### config.mk
export PLATFORM = sky130hd
export DESIGN_NAME = alu_pkt_engine_flat
export DESIGN_NICKNAME = d
export VERILOG_FILES = /design/src/rtl/alu_pkt_pkg.sv /design/src/rtl/alu_pkt_if.sv /design/src/rtl/alu_pkt_ser.sv /design/src/rtl/alu_pkt_engine.sv /design/src/flat_wrapper.sv
export SDC_FILE = /design/constraint.sdc
export NUM_CORES = 2
export LEC_CHECK = 0
export CORE_ASPECT_RATIO = 2
export CORE_MARGIN = 2
export CORE_UTILIZATION = 38
export CTS_CLUSTER_SIZE = 25
export DETAILED_ROUTE_END_ITERATION = 10
export DONT_BUFFER_PORTS = 1
export HOLD_SLACK_MARGIN = 0.1
export MAX_ROUTING_LAYER = met4
export PLACE_DENSITY = 0.63
export SLEW_MARGIN = 20
export SYNTH_ARGS = -nofsm -noshare
export SYNTH_HDL_FRONTEND = slang
export SYNTH_SLANG_ARGS = --single-unit
export TNS_END_PERCENT = 50
### constraint.sdc
create_clock -name clk_i -period 12.3 [get_ports clk_i]
set_input_delay 0.615 -clock clk_i [delete_from_list [all_inputs] [get_ports clk_i]]
set_output_delay 0.615 -clock clk_i [all_outputs]
set_load 0.01 [all_outputs]
### src/rtl/alu_pkt_pkg.sv
// Shared types and constants for the ALU packet engine: opcodes, FSM states,
// header size and the error-response byte.
package alu_pkt_pkg;

  localparam int         HDR_BYTES = 4;
  localparam logic [7:0] ERR_BYTE  = 8'hEE;

  typedef enum logic [7:0] {
    OP_ADD  = 8'h01,
    OP_MUL  = 8'h10,
    OP_ECHO = 8'hEC
  } opcode_e;

  typedef enum logic [3:0] {
    ST_OPC,
    ST_RSV,
    ST_LENL,
    ST_LENH,
    ST_ECHO,
    ST_ACC,
    ST_DRAIN,
    ST_RES,
    ST_ERR
  } state_e;

  function automatic logic op_known(input logic [7:0] op);
    return (op == OP_ECHO) || (op == OP_ADD) || (op == OP_MUL);
  endfunction

endpackage

### src/rtl/alu_pkt_if.sv
// Byte-stream bundle between the UART side and the packet engine: RX stream in,
// TX stream out, plus busy/error status.
interface alu_pkt_if;

  logic [7:0] s_tdata_i;
  logic       s_tvalid_i;
  logic       s_tready_o;
  logic [7:0] m_tdata_o;
  logic       m_tvalid_o;
  logic       m_tready_i;
  logic       busy_o;
  logic       err_o;

  modport slave (
    input  s_tdata_i, s_tvalid_i, m_tready_i,
    output s_tready_o, m_tdata_o, m_tvalid_o, busy_o, err_o
  );

  modport master (
    output s_tdata_i, s_tvalid_i, m_tready_i,
    input  s_tready_o, m_tdata_o, m_tvalid_o, busy_o, err_o
  );

endinterface

### src/rtl/alu_pkt_ser.sv
// Byte serializer: loads a W-bit word plus a byte count and emits the bytes
// LSB first on a valid/ready stream; done_o marks the final handshake.
module alu_pkt_ser #(
  parameter int W = 32
) (
  input  logic         clk_i,
  input  logic         reset_i,
  input  logic         load_i,
  input  logic [W-1:0] data_i,
  input  logic [3:0]   nbytes_i,
  input  logic         ready_i,
  output logic [7:0]   data_o,
  output logic         valid_o,
  output logic         last_o,
  output logic         done_o
);

  logic [W-1:0] shift_q, shift_d;
  logic [3:0]   cnt_q, cnt_d;
  logic         valid_q, valid_d;

  // The last byte is left in place after its handshake so data_o never glitches.
  always_comb begin
    shift_d = shift_q;
    cnt_d   = cnt_q;
    valid_d = valid_q;
    if (load_i) begin
      shift_d = data_i;
      cnt_d   = nbytes_i;
      valid_d = (nbytes_i != 4'd0);
    end else if (valid_q && ready_i) begin
      if (cnt_q == 4'd1) begin
        valid_d = 1'b0;
        cnt_d   = 4'd0;
      end else begin
        shift_d = shift_q >> 8;
        cnt_d   = cnt_q - 4'd1;
      end
    end
  end

  always_ff @(posedge clk_i) begin
    if (reset_i) begin
      shift_q <= '0;
      cnt_q   <= '0;
      valid_q <= 1'b0;
    end else begin
      shift_q <= shift_d;
      cnt_q   <= cnt_d;
      valid_q <= valid_d;
    end
  end

  assign data_o  = shift_q[7:0];
  assign valid_o = valid_q;
  assign last_o  = valid_q && (cnt_q == 4'd1);
  assign done_o  = valid_q && ready_i && (cnt_q == 4'd1);

endmodule

### src/rtl/alu_pkt_engine.sv
// Packet command engine: parses [op][rsv][len_lo][len_hi][payload] and answers
// ECHO/ADD/MUL. Define ALU_ERR_RESP_EN to send 0xEE after a malformed packet.
module alu_pkt_engine
  import alu_pkt_pkg::*;
#(
  parameter int OPERAND_W = 32,
  parameter int LEN_W     = 16
) (
  input logic      clk_i,
  input logic      reset_i,
  alu_pkt_if.slave bus
);

  localparam int               OP_BYTES = OPERAND_W / 8;
  localparam logic [LEN_W-1:0] HDR_LEN  = LEN_W'(HDR_BYTES);
  localparam logic [LEN_W-1:0] OP_LEN   = LEN_W'(OP_BYTES);
`ifdef ALU_ERR_RESP_EN
  localparam state_e FAIL_ST = ST_ERR;
`else
  localparam state_e FAIL_ST = ST_OPC;
`endif

  state_e               state_q, state_d;
  logic [7:0]           opcode_q, opcode_d;
  logic [7:0]           len_lo_q, len_lo_d;
  logic [LEN_W-1:0]     cnt_q, cnt_d;
  logic [OPERAND_W-1:0] acc_q, acc_d;
  logic [OPERAND_W-1:0] word_q, word_d;
  logic [3:0]           bidx_q, bidx_d;
  logic                 loaded_q, loaded_d;
  logic                 err_q, err_d;

  logic                 s_tready;
  logic [LEN_W-1:0]     len_full, pay_len;
  logic                 len_short, op_alu, pkt_bad;
  logic [OPERAND_W-1:0] word_full;

  logic                 ser_load;
  logic [OPERAND_W-1:0] ser_data;
  logic [3:0]           ser_nbytes;
  logic [7:0]           ser_tdata;
  logic                 ser_tvalid, ser_last, ser_done, ser_can_load;

  alu_pkt_ser #(.W(OPERAND_W)) u_ser (
    .clk_i    (clk_i),
    .reset_i  (reset_i),
    .load_i   (ser_load),
    .data_i   (ser_data),
    .nbytes_i (ser_nbytes),
    .ready_i  (bus.m_tready_i),
    .data_o   (ser_tdata),
    .valid_o  (ser_tvalid),
    .last_o   (ser_last),
    .done_o   (ser_done)
  );

  // Header decode evaluated against the length MSB currently on the bus.
  always_comb begin
    len_full  = LEN_W'({bus.s_tdata_i, len_lo_q});
    pay_len   = len_full - HDR_LEN;
    len_short = (len_full < HDR_LEN);
    op_alu    = (opcode_q == OP_ADD) || (opcode_q == OP_MUL);
    pkt_bad   = len_short || !op_known(opcode_q) ||
                (op_alu && ((pay_len == '0) || ((pay_len % OP_LEN) != '0)));
    word_full = (word_q >> 8) | (OPERAND_W'(bus.s_tdata_i) << (OPERAND_W - 8));
    ser_can_load = !ser_tvalid || (bus.m_tready_i && ser_last);
  end

  always_comb begin
    state_d    = state_q;
    opcode_d   = opcode_q;
    len_lo_d   = len_lo_q;
    cnt_d      = cnt_q;
    acc_d      = acc_q;
    word_d     = word_q;
    bidx_d     = bidx_q;
    loaded_d   = loaded_q;
    err_d      = 1'b0;
    s_tready   = 1'b0;
    ser_load   = 1'b0;
    ser_data   = '0;
    ser_nbytes = '0;

    case (state_q)
      ST_OPC: begin
        s_tready = 1'b1;
        if (bus.s_tvalid_i) begin
          opcode_d = bus.s_tdata_i;
          state_d  = ST_RSV;
        end
      end
      ST_RSV: begin
        s_tready = 1'b1;
        if (bus.s_tvalid_i) state_d = ST_LENL;
      end
      ST_LENL: begin
        s_tready = 1'b1;
        if (bus.s_tvalid_i) begin
          len_lo_d = bus.s_tdata_i;
          state_d  = ST_LENH;
        end
      end
      ST_LENH: begin
        s_tready = 1'b1;
        if (bus.s_tvalid_i) begin
          cnt_d    = pay_len;
          bidx_d   = '0;
          word_d   = '0;
          loaded_d = 1'b0;
          acc_d    = (opcode_q == OP_MUL) ? OPERAND_W'(1) : '0;
          if (pkt_bad) begin
            err_d   = 1'b1;
            state_d = (!len_short && (pay_len != '0)) ? ST_DRAIN : FAIL_ST;
          end else if (opcode_q == OP_ECHO) begin
            state_d = (pay_len == '0) ? ST_OPC : ST_ECHO;
          end else begin
            state_d = ST_ACC;
          end
        end
      end
      ST_ECHO: begin
        s_tready = ser_can_load;
        if (bus.s_tvalid_i && ser_can_load) begin
          ser_load   = 1'b1;
          ser_data   = OPERAND_W'(bus.s_tdata_i);
          ser_nbytes = 4'd1;
          cnt_d      = cnt_q - 1'b1;
          if (cnt_q == LEN_W'(1)) state_d = ST_OPC;
        end
      end
      ST_ACC: begin
        s_tready = 1'b1;
        if (bus.s_tvalid_i) begin
          word_d = word_full;
          cnt_d  = cnt_q - 1'b1;
          if (bidx_q == 4'(OP_BYTES - 1)) begin
            bidx_d = '0;
            acc_d  = (opcode_q == OP_ADD) ? acc_q + word_full : acc_q * word_full;
          end else begin
            bidx_d = bidx_q + 4'd1;
          end
          if (cnt_q == LEN_W'(1)) state_d = ST_RES;
        end
      end
      ST_DRAIN: begin
        s_tready = 1'b1;
        if (bus.s_tvalid_i) begin
          cnt_d = cnt_q - 1'b1;
          if (cnt_q == LEN_W'(1)) state_d = FAIL_ST;
        end
      end
      // Wait for any echo byte still in flight before loading the result.
      ST_RES: begin
        if (!loaded_q && ser_can_load) begin
          ser_load   = 1'b1;
          ser_data   = acc_q;
          ser_nbytes = 4'(OP_BYTES);
          loaded_d   = 1'b1;
        end
        if (loaded_q && ser_done) begin
          loaded_d = 1'b0;
          state_d  = ST_OPC;
        end
      end
`ifdef ALU_ERR_RESP_EN
      ST_ERR: begin
        if (!loaded_q && ser_can_load) begin
          ser_load   = 1'b1;
          ser_data   = OPERAND_W'(ERR_BYTE);
          ser_nbytes = 4'd1;
          loaded_d   = 1'b1;
        end
        if (loaded_q && ser_done) begin
          loaded_d = 1'b0;
          state_d  = ST_OPC;
        end
      end
`endif
      default: state_d = ST_OPC;
    endcase
  end

  always_ff @(posedge clk_i) begin
    if (reset_i) begin
      state_q  <= ST_OPC;
      opcode_q <= '0;
      len_lo_q <= '0;
      cnt_q    <= '0;
      acc_q    <= '0;
      word_q   <= '0;
      bidx_q   <= '0;
      loaded_q <= 1'b0;
      err_q    <= 1'b0;
    end else begin
      state_q  <= state_d;
      opcode_q <= opcode_d;
      len_lo_q <= len_lo_d;
      cnt_q    <= cnt_d;
      acc_q    <= acc_d;
      word_q   <= word_d;
      bidx_q   <= bidx_d;
      loaded_q <= loaded_d;
      err_q    <= err_d;
    end
  end

  assign bus.s_tready_o = s_tready;
  assign bus.m_tdata_o  = ser_tdata;
  assign bus.m_tvalid_o = ser_tvalid;
  assign bus.busy_o     = (state_q != ST_OPC);
  assign bus.err_o      = err_q;

endmodule
### src/flat_wrapper.sv
// flat-port wrapper written by rule: the top's interface ports become plain ports
module alu_pkt_engine_flat import alu_pkt_pkg::*;
#(
  parameter int OPERAND_W = 32,
  parameter int LEN_W     = 16
)
  (clk_i, reset_i, bus_s_tdata_i, bus_s_tvalid_i, bus_m_tready_i, bus_s_tready_o, bus_m_tdata_o, bus_m_tvalid_o, bus_busy_o, bus_err_o);
  alu_pkt_if bus_i ();
  input logic clk_i;
  input logic reset_i;
  input wire logic [$bits(bus_i.s_tdata_i)-1:0] bus_s_tdata_i;
  input wire logic [$bits(bus_i.s_tvalid_i)-1:0] bus_s_tvalid_i;
  input wire logic [$bits(bus_i.m_tready_i)-1:0] bus_m_tready_i;
  output wire logic [$bits(bus_i.s_tready_o)-1:0] bus_s_tready_o;
  output wire logic [$bits(bus_i.m_tdata_o)-1:0] bus_m_tdata_o;
  output wire logic [$bits(bus_i.m_tvalid_o)-1:0] bus_m_tvalid_o;
  output wire logic [$bits(bus_i.busy_o)-1:0] bus_busy_o;
  output wire logic [$bits(bus_i.err_o)-1:0] bus_err_o;
  assign bus_i.s_tdata_i = bus_s_tdata_i;
  assign bus_i.s_tvalid_i = bus_s_tvalid_i;
  assign bus_i.m_tready_i = bus_m_tready_i;
  assign bus_s_tready_o = bus_i.s_tready_o;
  assign bus_m_tdata_o = bus_i.m_tdata_o;
  assign bus_m_tvalid_o = bus_i.m_tvalid_o;
  assign bus_busy_o = bus_i.busy_o;
  assign bus_err_o = bus_i.err_o;
  alu_pkt_engine #(.OPERAND_W(OPERAND_W), .LEN_W(LEN_W)) u_core (.clk_i(clk_i), .reset_i(reset_i), .bus(bus_i));
endmodule
# Word level (Yosys, flattened, before mapping)
# Cells that the tools add are included.
[classes] n_addsub=5 n_reduce_logical=43 multipliers=1 n_lt_le_gt_ge=1 muxes=56 eq_ne=26 bitwise_logic=3
[ops] operator="$mux 32" n=10
[ops] operator="$pmux 32 s2" n=3
[ops] operator="$mux 4" n=18
[ops] operator="$mux 16" n=3
[ops] operator="$pmux 16 s3" n=1
[ops] operator="$add 32x32->32" n=1
[ops] operator="$mul 32x32->32" n=1
[ops] operator="$or 24x32->32" n=1
[ops] operator="$pmux 4 s8" n=1
[ops] operator="$reduce_bool 16->1" n=2
[ops] operator="$eq 16x1->1 const B" n=1
[ops] operator="$eq 4x3->1 const B" n=4
[ops] operator="$logic_not 16->1" n=1
[ops] operator="$lt 16x3->1 const B" n=1
[ops] operator="$pmux 4 s2" n=2
[ops] operator="$sub 16x1->16 const B" n=1
[ops] operator="$sub 16x3->16 const B" n=1
[ops] operator="$eq 4x2->1 const B" n=3
[ops] operator="$ne 2x1->1 const B" n=6
[ops] operator="$ne 2x2->1 const B" n=6
[ops] operator="$mux 1" n=11
[ops] operator="$logic_and 1x1->1" n=9
[ops] operator="$mux 3" n=3
[ops] operator="$reduce_and 9->1" n=1
[ops] operator="other kinds (22)" n=44
[word_totals] out_inout_bits=12 in_bits=12 register_bits=143 word_cells=147

# Logic depth before layout (Yosys ltp)
[depth] word_depth=9 mapped_depth=28

# By module
# From an unflattened synthesis, not the netlist that was laid out.
[unflattened] hier_cells=2831 hier_area_um2=23935.5
[by_module_without_submodules] module="alu_pkt_engine" seq_area_each_um2=1941.9 instances=1 cells_each=2606 area_each_um2=22046.1
[by_module_without_submodules] module="alu_pkt_ser" seq_area_each_um2=740.7 instances=1 cells_each=225 area_each_um2=1889.3

# Worst setup path before layout
# No wires, ideal clock.
[synth_timing] path_type="reg2reg" startpoint="register u_core.acc_q[13]" endpoint="register u_core.acc_q[30]" slack_ps=5357 setup_ps=117 required_ps=12183 arrival_ps=6827 path_stages_with_launch=24 path_buffers=2 path_cell_list="dfxtp_1 -> clkbuf_1 -> clkbuf_1 -> and2_1 -> fa_1 -> fa_1 -> fa_1 -> inv_1 -> fa_1 -> inv_1 -> fa_1 -> fa_1 -> fa_1 -> fa_1 -> ha_1 -> a21oi_1 -> o21ai_1 -> o41ai_1 -> o21ai_1 -> a22o_1 -> o31ai_1 -> mux2i_1 -> o221ai_1 -> a22o_1"
[synth_between] elab_chain_len=5
[synth_rtl] element="start, declared" line_no="alu_pkt_engine.sv:27" rtl="logic [OPERAND_W-1:0] acc_q, acc_d;"
[synth_rtl] element="start signal, assigned" line_no="alu_pkt_engine.sv:189" rtl="acc_q <= '0;"
[synth_rtl] element="start signal, assigned" line_no="alu_pkt_engine.sv:199" rtl="acc_q <= acc_d;"
[synth_rtl] element="$mul 32x32->32 / $add 32x32->32 (equally long branches)" line_no="alu_pkt_engine.sv:138" rtl="acc_d = (opcode_q == OP_ADD) ? acc_q + word_full : acc_q * word_full;"
[synth_rtl] element="$mux 32 *" line_no="alu_pkt_engine.sv:138"
[synth_rtl] element="$mux 32 *" line_no="alu_pkt_engine.sv:136" rtl="if (bidx_q == 4'(OP_BYTES - 1)) begin"
[synth_rtl] element="$mux 32 *" line_no="alu_pkt_engine.sv:133" rtl="if (bus.s_tvalid_i) begin"
[synth_rtl] element="$pmux 32 s2 *" line_no="alu_pkt_engine.sv:84" rtl="case (state_q)"
# Mark *: on every way between the ends. The rest lies on a longest branch, timed or not. The select of a mux whose other input is x is not followed.
# A chain may end at the register's enable or synchronous reset.

# Final worst setup path
[layout_timing] startpoint="register u_core.word_q[15]" endpoint="register u_core.acc_q[30]"
[layout_between] elab_chain_len=6
[layout_rtl] element="start, declared" line_no="alu_pkt_engine.sv:28" rtl="logic [OPERAND_W-1:0] word_q, word_d;"
[layout_rtl] element="start signal, assigned" line_no="alu_pkt_engine.sv:200" rtl="word_q <= word_d;"
[layout_rtl] element="$or 24x32->32 *" line_no="alu_pkt_engine.sv:65" rtl="word_full = (word_q >> 8) | (OPERAND_W'(bus.s_tdata_i) << (OPERAND_W - 8));"
[layout_rtl] element="$mul 32x32->32 / $add 32x32->32 (equally long branches)" line_no="alu_pkt_engine.sv:138"
[layout_rtl] element="$mux 32 *" line_no="alu_pkt_engine.sv:138"
[layout_rtl] element="$mux 32 *" line_no="alu_pkt_engine.sv:136"
[layout_rtl] element="$mux 32 *" line_no="alu_pkt_engine.sv:133"
[layout_rtl] element="$pmux 32 s2 *" line_no="alu_pkt_engine.sv:84"
# Marked as above.

==> metrics list <==
- The flow ran to the end, and the final reports show no timing, DRC or antenna violations.
- In this run, synthesis inferred 0 flip-flops with an integrated enable.
* Commonest cells after routing, fill and taps aside: sky130_fd_sc_hd__fa_1, sky130_fd_sc_hd__inv_1, sky130_fd_sc_hd__nand2_1
- The total overflow left after global routing is 0.
- Max Buffers Root-to-Sink: 3
- Data on the critical path arrives at its endpoint at 8.29 ns.
- Synthesis Warnings: 0
- Count of H-tree levels built during CTS: 4
- Max Freq: 126 MHz
- In the global route stage, overall resource usage came out at 26.1%.
* Clock Skews: 0.0263 ns
* Placeable core region: 61700 sq um
- The floorplan step defined a die boundary enclosing 64100 sq um.
- Post-CTS clock slew at the launch and capture registers of the worst setup and hold paths: 0.06 ns
* Design Power: 1.16 mW
- Number of rows created at floorplan: 129
* Share of cell area taken by muxes after synthesis: 0.467%
* Nature of the critical path endpoint: flop
* Syn Area/Cell: 8.52 sq um
* Hold buffers post-CTS: 0
- The tree built by TritonCTS fans out to 134 sinks.
- After synthesis, the largest family of logic cells by area is adder cells.
- Area taken by multi-input logic gates: 18700 sq um
- Data on the critical path is required at its endpoint by 12.67 ns.
- Routed WL: 79500 um
* Detailed Route Iter0 Violations: 1187
- In this run, CTS created clock tree buffers numbering 25.
- Critical Path Source Type: flop
- For this run, design rule violations remaining after detail routing come to 0.
- The pre-antenna-repair detailed-routing pass consisted of 6 iterations.
- Slew at the pin closest to its max-slew limit: 1.25 ns
- Register bit total from synthesis: 134
- Synthesis produced 2764 cells.
* Final Hold Violating Endpoints: 0
- Dividing the detail-routed wire length by the instance count gives 22.9 um.
* Share of the clock period used by the worst path after layout: 64.3%
- For this configuration, the core starts out at a cell density of 38.2%.
* Async set-or-reset flop fraction in the synthesized netlist: 0%
- At the end of the flow the core is filled with cells to 40.4%.
* Share of synthesized cell area in and, or, nand and nor gates: 20.5%
- The tightest min-delay check is of the in2reg type.
- The count of buffers added on input and output ports is 0.
* Clock tree from TritonCTS: done
- The number of global-route vias before repair was 21000.
- Die width: 180 um
- Global-route wire length before repair: 123000 um
* CP top delay family: adder cells
* Post-detail-place hpwl: 60200 um
- Leading cell type in the layout, fill and taps excluded: sky130_fd_sc_hd__fa_1
- For this run, the post-layout net count is 3253.
* # setup viols final: 0
- Sequential Area: 2680 sq um
- Maximum fanout along the worst path: 26
* Area of the mapped netlist: 23600 sq um
- At the end of routability-driven placement, the weighted congestion stood at 0.945.
* Arithmetic-cell share of the synthesized area counting full adders, half adders and majority gates: 43.3%
- Initial antenna violation count: 2
* Overall die height: 356 um
* Share of synthesized area occupied by flip-flops and latches: 11.4%
* Worst slew margin: 16.3%
* Count of vias placed by the detailed router: 19200
- The tree is rooted in a sky130_fd_sc_hd__clkbuf_16.
* Post-synthesis cell type count: 74
- Crit-path max cell delay: 1.15 ns
- For the final routed database, the setup TNS stands at 0 ns.
- Max-cap violations in this run came to 0.
* PD cells: 46.5 nW/um^2
- Entering global routing, the biggest net connects 132 pins.
- The synthesized netlist devotes 10.3% of its cell area to compound gates.
- Counting the fill cells in the layout gives 6247.
- The critical path is of the reg2reg type.
* Placed insts: 3430
* Placed inst area: 24200 sq um
- Pin placement for this block handled 24 I/O pins.
- For the worst-skew pair, the clock arrives at the later sink with an insertion delay of 0.51 ns.
- IR analysis of the VDD net gives a maximum drop of 0.0608 mV.
* Post-Layout Cell Count: 3463
* Max-slew violation total from the final report: 0
- On the critical path, the stage with the largest delay is an instance of sky130_fd_sc_hd__dfxtp_1.
- Once the clock tree was built, the setup fixing pass inserted 0 buffers.
- Fraction of layout cells with a size suffix above 1: 3.48%
- List of cells traversed by the critical path: ha_1 > fa_1 > fa_1 > fa_1 > inv_1 > fa_1 > inv_1 > ha_1 > ha_1 > fa_1 > fa_1 > ha_1 > and2_1 > a221oi_1 > nand3b_1 > and3_1 > o31ai_1 > mux2i_1 > o221ai_1 > a22o_1
* Count of nets left with antenna violations after detail routing: 0
- Setup repair after global routing left no endpoint under its margin.
- The number of buffers and inverters on the critical path is 2.
- For the finished layout, the period the worst path requires is 7.91 ns.
- Ratio of routed vias to standard cells: 5.53
- The number of nets handed over by synthesis was 3346.
* Post-synthesis xor/xnor area fraction: 4.68%
- Most prevalent standard cell on the critical path: sky130_fd_sc_hd__fa_1
- Among all flip-flop cells after synthesis, the most frequent one is sky130_fd_sc_hd__dfxtp_1.
* Relative area change from synthesis to final layout: 5.62%
- Resized cells post-CTS: 0
* Leak Pwr: 11.4 nW
* Post-route standard cell area excluding fillers: 24900 sq um
cell type report:
| class | instances | area share (%) |
|---|---|---|
| Antenna cell | 2 | 0.0201 |
| Clock buffer | 26 | 2.53 |
| Clock inverter | 5 | 0.302 |
| Inverter | 395 | 5.96 |
| Multi-Input combinational cell | 2067 | 75.0 |
| Sequential cell | 134 | 10.8 |
| Tap cell | 786 | 3.95 |
| Timing Repair Buffer | 48 | 1.45 |
logic make-up after synthesis:
group,Yosys count
xor gates and xnor gates,125
and+or+nand+nor,975
AOI/OAI and AO/OA,386
muxes,11
DFF,134
adders and majority gates,570
buffers and inverters,563
metrics by stage:
step | worst slack [ns] | hold WS (ns)
2_1_floorplan | 5.36 | 0.449
3_3_place_gp | 4.61 | 0.458
3_5_place_dp | 4.56 | 0.462
4_1_cts | 4.51 | 0.171
5_1_grt | 4.09 | 0.179
6_report | 4.39 | 0.189
metal layers:
metal  vias up  global-route usage (%)  routed length [um]
met3       368                    3.21                3460
met4         0                    23.0                8510
met2       673                    47.7               42600
li1       8485                       -                   -
met5         -                       -                   0
met1      9629                    23.5               24900
worst register-to-register path, stage by stage (launching register included):
cell and delay, ns:
sky130_fd_sc_hd__dfxtp_1 1.15, sky130_fd_sc_hd__ha_1 0.49, sky130_fd_sc_hd__fa_1 0.49, sky130_fd_sc_hd__fa_1 0.50, sky130_fd_sc_hd__fa_1 0.52, sky130_fd_sc_hd__inv_1 0.05
sky130_fd_sc_hd__fa_1 0.47, sky130_fd_sc_hd__inv_1 0.04, sky130_fd_sc_hd__ha_1 0.27, sky130_fd_sc_hd__ha_1 0.31, sky130_fd_sc_hd__fa_1 0.52, sky130_fd_sc_hd__fa_1 0.42
sky130_fd_sc_hd__ha_1 0.35, sky130_fd_sc_hd__and2_1 0.19, sky130_fd_sc_hd__a221oi_1 0.53, sky130_fd_sc_hd__nand3b_1 0.35, sky130_fd_sc_hd__and3_1 0.27, sky130_fd_sc_hd__o31ai_1 0.29
sky130_fd_sc_hd__mux2i_1 0.23, sky130_fd_sc_hd__o221ai_1 0.13, sky130_fd_sc_hd__a22o_1 0.23
power breakdown:
group	internal (mW)	switching, mW
sequential	0.441	0.0111
clock	0.402	0.226
combinational	0.0280	0.0489
synthesized netlist by cell type (18+ instances only):
master                     count  area share, %
sky130_fd_sc_hd__fa_1        409             35
sky130_fd_sc_hd__inv_1       395            6.3
sky130_fd_sc_hd__nand2_1     347            5.5
sky130_fd_sc_hd__and2_1      308            8.2
sky130_fd_sc_hd__nor2_1      172            2.7
sky130_fd_sc_hd__ha_1        161            8.5
sky130_fd_sc_hd__clkbuf_1    145            2.3
sky130_fd_sc_hd__dfxtp_1     134             11
sky130_fd_sc_hd__a21oi_1     129            2.7
sky130_fd_sc_hd__xnor2_1      76            2.8
sky130_fd_sc_hd__a22oi_1      66            2.1
sky130_fd_sc_hd__o21ai_0      55            1.2
sky130_fd_sc_hd__xor2_1       48            1.8
sky130_fd_sc_hd__nor3_1       40           0.85
sky130_fd_sc_hd__o21ai_1      27           0.57
sky130_fd_sc_hd__a211oi_1     23           0.73
sky130_fd_sc_hd__nand3_1      18           0.38
path summary, 6_finish.rpt:
check	start	cells after the start	slack, ns	endpoint
max	u_core.word_q[15]	20	4.39	u_core.acc_q[30]
min	reset_i	1	0.19	u_core.cnt_q[12]
max reg2reg	u_core.word_q[15]	20	4.39	u_core.acc_q[30]
min reg2reg	u_core.opcode_q[7]	2	0.47	u_core.opcode_q[7]
state kept, by name, indices dropped and copies added, names as in the netlist:
name / flops
u_core.u_ser.valid_o: 1
u_core.loaded_q: 1
u_core.state_q: 3
u_core.cnt_q: 16
u_core.u_ser.shift_q: 32
u_core.bidx_q: 4
u_core.u_ser.cnt_q: 4
u_core.bus.err_o: 1
u_core.len_lo_q: 8
u_core.word_q: 24
u_core.opcode_q: 8
u_core.acc_q: 32
(Power assumes the default switching activity.)
